===== config.mk =====
export PLATFORM = sky130hd
export DESIGN_NAME = apb_timer
export DESIGN_NICKNAME = d
export VERILOG_FILES = /design/src/rtl/apb_timer_pkg.sv /design/src/rtl/timer_core.sv /design/src/rtl/apb_timer.sv
export SDC_FILE = /design/constraint.sdc
export NUM_CORES = 1
export LEC_CHECK = 0
export BUFFER_PORTS_ARGS = -buffer_cell sky130_fd_sc_hd__buf_2
export CAP_MARGIN = 20
export CORE_UTILIZATION = 45
export CTS_CLUSTER_DIAMETER = 120
export DETAILED_ROUTE_END_ITERATION = 16
export PLACE_DENSITY = 0.68
export SYNTH_ARGS = -nofsm -noshare
export SYNTH_HDL_FRONTEND = slang
export SYNTH_SLANG_ARGS = --single-unit

===== constraint.sdc =====
create_clock -name PCLK -period 13.65 [get_ports PCLK]
set_input_delay 2.0475 -clock PCLK [delete_from_list [all_inputs] [get_ports PCLK]]
set_output_delay 2.0475 -clock PCLK [all_outputs]
set_load 0.02 [all_outputs]

===== src/rtl/apb_timer_pkg.sv =====
// Shared constants for the APB timer: register map, control/status bit positions
// and data width.
package apb_timer_pkg;

    localparam int REG_W = 32;

    // Byte offsets; only bits [4:2] take part in decode.
    localparam logic [4:0] OFF_CR   = 5'h00;
    localparam logic [4:0] OFF_TCNT = 5'h04;
    localparam logic [4:0] OFF_PSC  = 5'h08;
    localparam logic [4:0] OFF_ARR  = 5'h0C;
    localparam logic [4:0] OFF_SR   = 5'h10;

    localparam int CR_EN  = 0;
    localparam int CR_CLR = 1;
    localparam int CR_IE  = 2;
    localparam int SR_UIF = 0;

endpackage


===== src/rtl/timer_core.sv =====
// Prescaler and auto-reload up-counter; flags an update event when the counter reloads.
module timer_core
    import apb_timer_pkg::*;
(
    input  logic             clk,
    input  logic             rst,
    input  logic             en,
    input  logic             clr,
    input  logic [REG_W-1:0] psc,
    input  logic [REG_W-1:0] arr,
    output logic             tick,
    output logic [REG_W-1:0] tcnt,
    output logic             uif_set
);

    logic [REG_W-1:0] psc_cnt;

    // A clear in the same cycle swallows the tick, so no reload and no flag either.
    assign tick    = en & ~clr & (psc_cnt == psc);
    assign uif_set = tick & (tcnt >= arr);

    always_ff @(posedge clk or posedge rst) begin
        if (rst) begin
            psc_cnt <= '0;
            tcnt    <= '0;
        end else if (clr) begin
            psc_cnt <= '0;
            tcnt    <= '0;
        end else if (tick) begin
            psc_cnt <= '0;
            tcnt    <= (tcnt >= arr) ? '0 : tcnt + 32'd1;
        end else if (en) begin
            psc_cnt <= psc_cnt + 32'd1;
        end
    end

endmodule


===== src/rtl/apb_timer.sv =====
// APB-attached timer: register decode, control/status registers and the
// zero-wait-state completer response around timer_core.
module apb_timer
    import apb_timer_pkg::*;
#(
    parameter int ADDR_W = 12
) (
    input  logic              PCLK,
    input  logic              PRESET,
    input  logic [ADDR_W-1:0] PADDR,
    input  logic              PWRITE,
    input  logic              PENABLE,
    input  logic              PSEL,
    input  logic [REG_W-1:0]  PWDATA,
    output logic [REG_W-1:0]  PRDATA,
    output logic              PREADY,
    output logic              irq
);

    logic [2:0]       idx;
    logic             wr;
    logic             rd_setup;
    logic             clr;
    logic             w1c;
    logic             en;
    logic             ie;
    logic             uif;
    logic [REG_W-1:0] psc;
    logic [REG_W-1:0] arr;
    logic [REG_W-1:0] tcnt;
    logic [REG_W-1:0] rdata;
    logic             tick;
    logic             uif_set;
    logic             unused_bits;

    assign idx         = PADDR[4:2];
    assign wr          = PSEL & PENABLE & PWRITE;
    assign rd_setup    = PSEL & ~PENABLE & ~PWRITE;
    assign clr         = wr & (idx == OFF_CR[4:2]) & PWDATA[CR_CLR];
    assign w1c         = wr & (idx == OFF_SR[4:2]) & PWDATA[SR_UIF];
    assign PREADY      = PSEL & PENABLE;
    assign unused_bits = ^{PADDR[ADDR_W-1:5], PADDR[1:0], tick};

    timer_core u_core (
        .clk     (PCLK),
        .rst     (PRESET),
        .en      (en),
        .clr     (clr),
        .psc     (psc),
        .arr     (arr),
        .tick    (tick),
        .tcnt    (tcnt),
        .uif_set (uif_set)
    );

    always_comb begin
        rdata = '0;
        case (idx)
            OFF_CR[4:2]: begin
                rdata[CR_EN] = en;
                rdata[CR_IE] = ie;
            end
            OFF_TCNT[4:2]: rdata         = tcnt;
            OFF_PSC[4:2]:  rdata         = psc;
            OFF_ARR[4:2]:  rdata         = arr;
            OFF_SR[4:2]:   rdata[SR_UIF] = uif;
            default:       rdata         = '0;
        endcase
    end

    always_ff @(posedge PCLK or posedge PRESET) begin
        if (PRESET) begin
            en     <= 1'b0;
            ie     <= 1'b0;
            psc    <= '0;
            arr    <= '0;
            uif    <= 1'b0;
            irq    <= 1'b0;
            PRDATA <= '0;
        end else begin
            if (wr) begin
                case (idx)
                    OFF_CR[4:2]: begin
                        en <= PWDATA[CR_EN];
                        ie <= PWDATA[CR_IE];
                    end
                    OFF_PSC[4:2]: psc <= PWDATA;
                    OFF_ARR[4:2]: arr <= PWDATA;
                    default: ;
                endcase
            end
            // Hardware set beats a simultaneous software clear.
            if (uif_set) begin
                uif <= 1'b1;
            end else if (w1c) begin
                uif <= 1'b0;
            end
            irq <= uif & ie;
            if (rd_setup) begin
                PRDATA <= rdata;
            end
        end
    end

endmodule


==> flow_metrics.tcl <==
set metrics [dict create \
    fp-row-count 50 \
    yosys.area.top_type "dfrtp_1" \
    grt_overflow_total 0 \
    critPathTopFamily "buffers and inverters" \
    crit_chain "buf_2 -> and2_1 -> buf_2" \
    synth.top_cells.by_area "dfrtp_1 46%, mux2_2 12%, xor2_1 5.8%" \
    maxCapViolCount 0 \
    period_share_pct 33.1 \
    synth_top_area_share_pct 46.2 \
    timing.setup.tns_ns 0 \
    clock_path_buffers 2 \
    cp-end-kind "primary output" \
    syn_area_per_cell_um2 10.3 \
    antenna_found_initial 0 \
    grt_pass1_vias 6691 \
    dieWidth_um 142 \
    critPathArrivalTime_ns 2.47 \
    place.gp.congestion 0.835 \
    setup_viol 0 \
    highest_layer "met4" \
    crit_top_cell "buf_2" \
    place_hpwl_mm 16.0 \
    vias 6752 \
    clock-sinks 164 \
    io_pins 83 \
    synth.distinct_cells 54 \
    drv_slew 0 \
    die_h_um 142 \
    avgViaCountPerCell 5.63 \
    cp_max_fo 3 \
    routed_wire_length_per_instance_um 19.1 \
    synthesis.area_um2 8870 \
    wl_met1_mm 10.7 \
    yosys-top-cells-count "164 x dfrtp_1, 92 x mux2_2, 81 x nand2_1, 59 x xor2_1, 56 x nor2_1" \
    placed_area_um2 9480 \
    slowest_stage "and2_1" \
    hold_viol 0 \
    synth_edf_count 0 \
    grt_use_total_pct 24.1 \
    cp.required_ns 11.60 \
    drt_first_pass_iters 5 \
    rsz0062_at_grt "no" \
    cts_buffers 17 \
    outcome "complete, no violations" \
    power_density_nw_per_um2 129 \
    drive_gt1_share_pct 23.3 \
    dr_wl_met2_mm 10.8 \
    drtIter0Drc 696 \
    ir_drop_mv 0.0958 \
    cp_num_buf_inv 2 \
    core_area_um2 19000 \
    ys.warnings.count 0 \
    ys_async_sr_fraction_pct 100 \
    wl_mm 23.0 \
    post_cts_resized 0 \
    drc_errors 0 \
    clk_latency_ns 0.43 \
    cts_post_setup_buffers_inserted 0 \
    portBuffers 73 \
    grt_max_degree 86 \
    design_area_um2 10100 \
    start_util_pct 46.7 \
    max_freq_ghz 0.221 \
    netlist_instances 863 \
    cts_tree "done" \
    clk_pin_slew_ns 0.06 \
    nNetsFinal 1010 \
    h-tree-depth 4 \
    path_class "in -> out" \
    yosysSeqAreaShare_pct 46.2 \
    ctsHoldBuffers 0 \
    post-route-min-period_ns 4.51 \
    max_stage_delay_ns 0.16 \
    synth-main-ff-cell "dfrtp_1" \
    skew_ns 0.00599 \
    diodes 0 \
    total_leakage_power_nw 4.84 \
    ys_ff_latch 164 \
    die-area_um2 20300 \
    grt_pass1_wl_mm 36.9 \
    yosysMostFrequentCell "dfrtp_1" \
    worstMarginPinSlew_ns 1.04 \
    synth_nets 946 \
    ant_nets 0 \
    wl_met3_mm 1.16 \
    syn_to_final_growth_pct 14.4 \
    root_buffer "clkbuf_16" \
    startpoint_type "input port" \
    max_slew_margin_pct 30.7 \
    min_path_type "reg -> reg" \
]
==> final timing paths <==
kind / cells after the start / slack [ns] / start / endpoint
max: 3 / 9.14 / PENABLE / PREADY
min: 2 / 0.47 / PRDATA[14] / PRDATA[14]
max reg2reg: 6 / 10.58 / u_core.psc_cnt[10] / u_core.psc_cnt[6]
min reg2reg: 2 / 0.47 / PRDATA[14] / PRDATA[14]
max in group asynchronous: 4 / 10.79 / PRESET / u_core.tcnt[30]
min in group asynchronous: 2 / 1.76 / PRESET / ie
==> worst register-to-register path, delay by kind of cell, from the launching register on <==
family | cells | cell delay [ns]
and+or+nand+nor | 5 | 2.27
DFF | 1 | 0.42
xor gates and xnor gates | 1 | 0.21
==> flip-flops by register name, indices dropped and copies added (netlist names) <==
name / count
ie: 1
uif: 1
arr: 32
psc: 32
PRDATA: 32
u_core.psc_cnt: 32
en: 1
irq: 1
u_core.tcnt: 32
==> final cells by class <==
type                       count  area, µm²
inverter                      43        166
clock buffer                  24        472
sequential                   164       4100
multi-input combinational    618       4480
tap                          260        325
clock inverter                 8        101
timing repair buffer          83        504
fill                        1733       8870
==> power by group <==
group / total, W / switching [W] / internal (W) / leakage [nW]
combinational: 0.000232 / 0.000125 / 0.000107 / 2.38
sequential: 0.000604 / 0.0000624 / 0.000542 / 2.18
clock: 0.000473 / 0.000194 / 0.000279 / 0.270
==> through the flow <==
| step | utilization, % | total power [W] | cells | worst slack, ns | hold slack, ns |
|---|---|---|---|---|---|
| 2_1_floorplan | - | 0.000757 | 863 | 7.17 | 0.467 |
| 3_3_place_gp | 49.9 | 0.000834 | 1164 | 9.14 | 0.458 |
| 3_5_place_dp | 49.9 | 0.000841 | 1164 | 9.14 | 0.465 |
| 4_1_cts | 52.9 | 0.00131 | 1196 | 9.14 | 0.479 |
| 5_1_grt | 53.4 | 0.00137 | 1200 | 9.12 | 0.511 |
| 6_report | 53.4 | 0.00131 | 1200 | 9.14 | 0.471 |
==> cell usage in the layout, fill, tap and decap left out, types with 16 or more instances in the layout <==
cell type  netlist  final
nand4_1         17     17
o21ai_0         53     53
xor2_1          59     59
nand2_1         81     81
clkbuf_16        0     17
inv_1           43     42
a21oi_1         26     26
xnor2_1         16     16
dfrtp_1        164    164
mux2_2          92     92
buf_2            7     73
nor2_1          56     55
ha_1            34     34
nand3_1         26     25
a22oi_1         30     30
==> per-layer routing <==
metal | global-route usage [%] | up-vias
li1 | - | 3181
met1 | 33.8 | 3362
met2 | 38.0 | 183
met3 | 4.58 | 26
met4 | 6.96 | 0
met5 | 0 | -
==> cell families (layout without fill, tap and decap cells) <==
group                    after synthesis  in the layout  synth area share, %
AND/OR/NAND/NOR                      272            272                 15.9
flip-flops                           164            164                 46.2
AO/OA/AOI/OAI                        143            143                 9.97
multiplexers                          94             94                 12.2
buffers and inverters                 81            158                 3.52
XOR/XNOR                              75             75                 7.40
adder cells (fa/ha/maj)               34             34                 4.79
(Power assumes the default switching activity.)
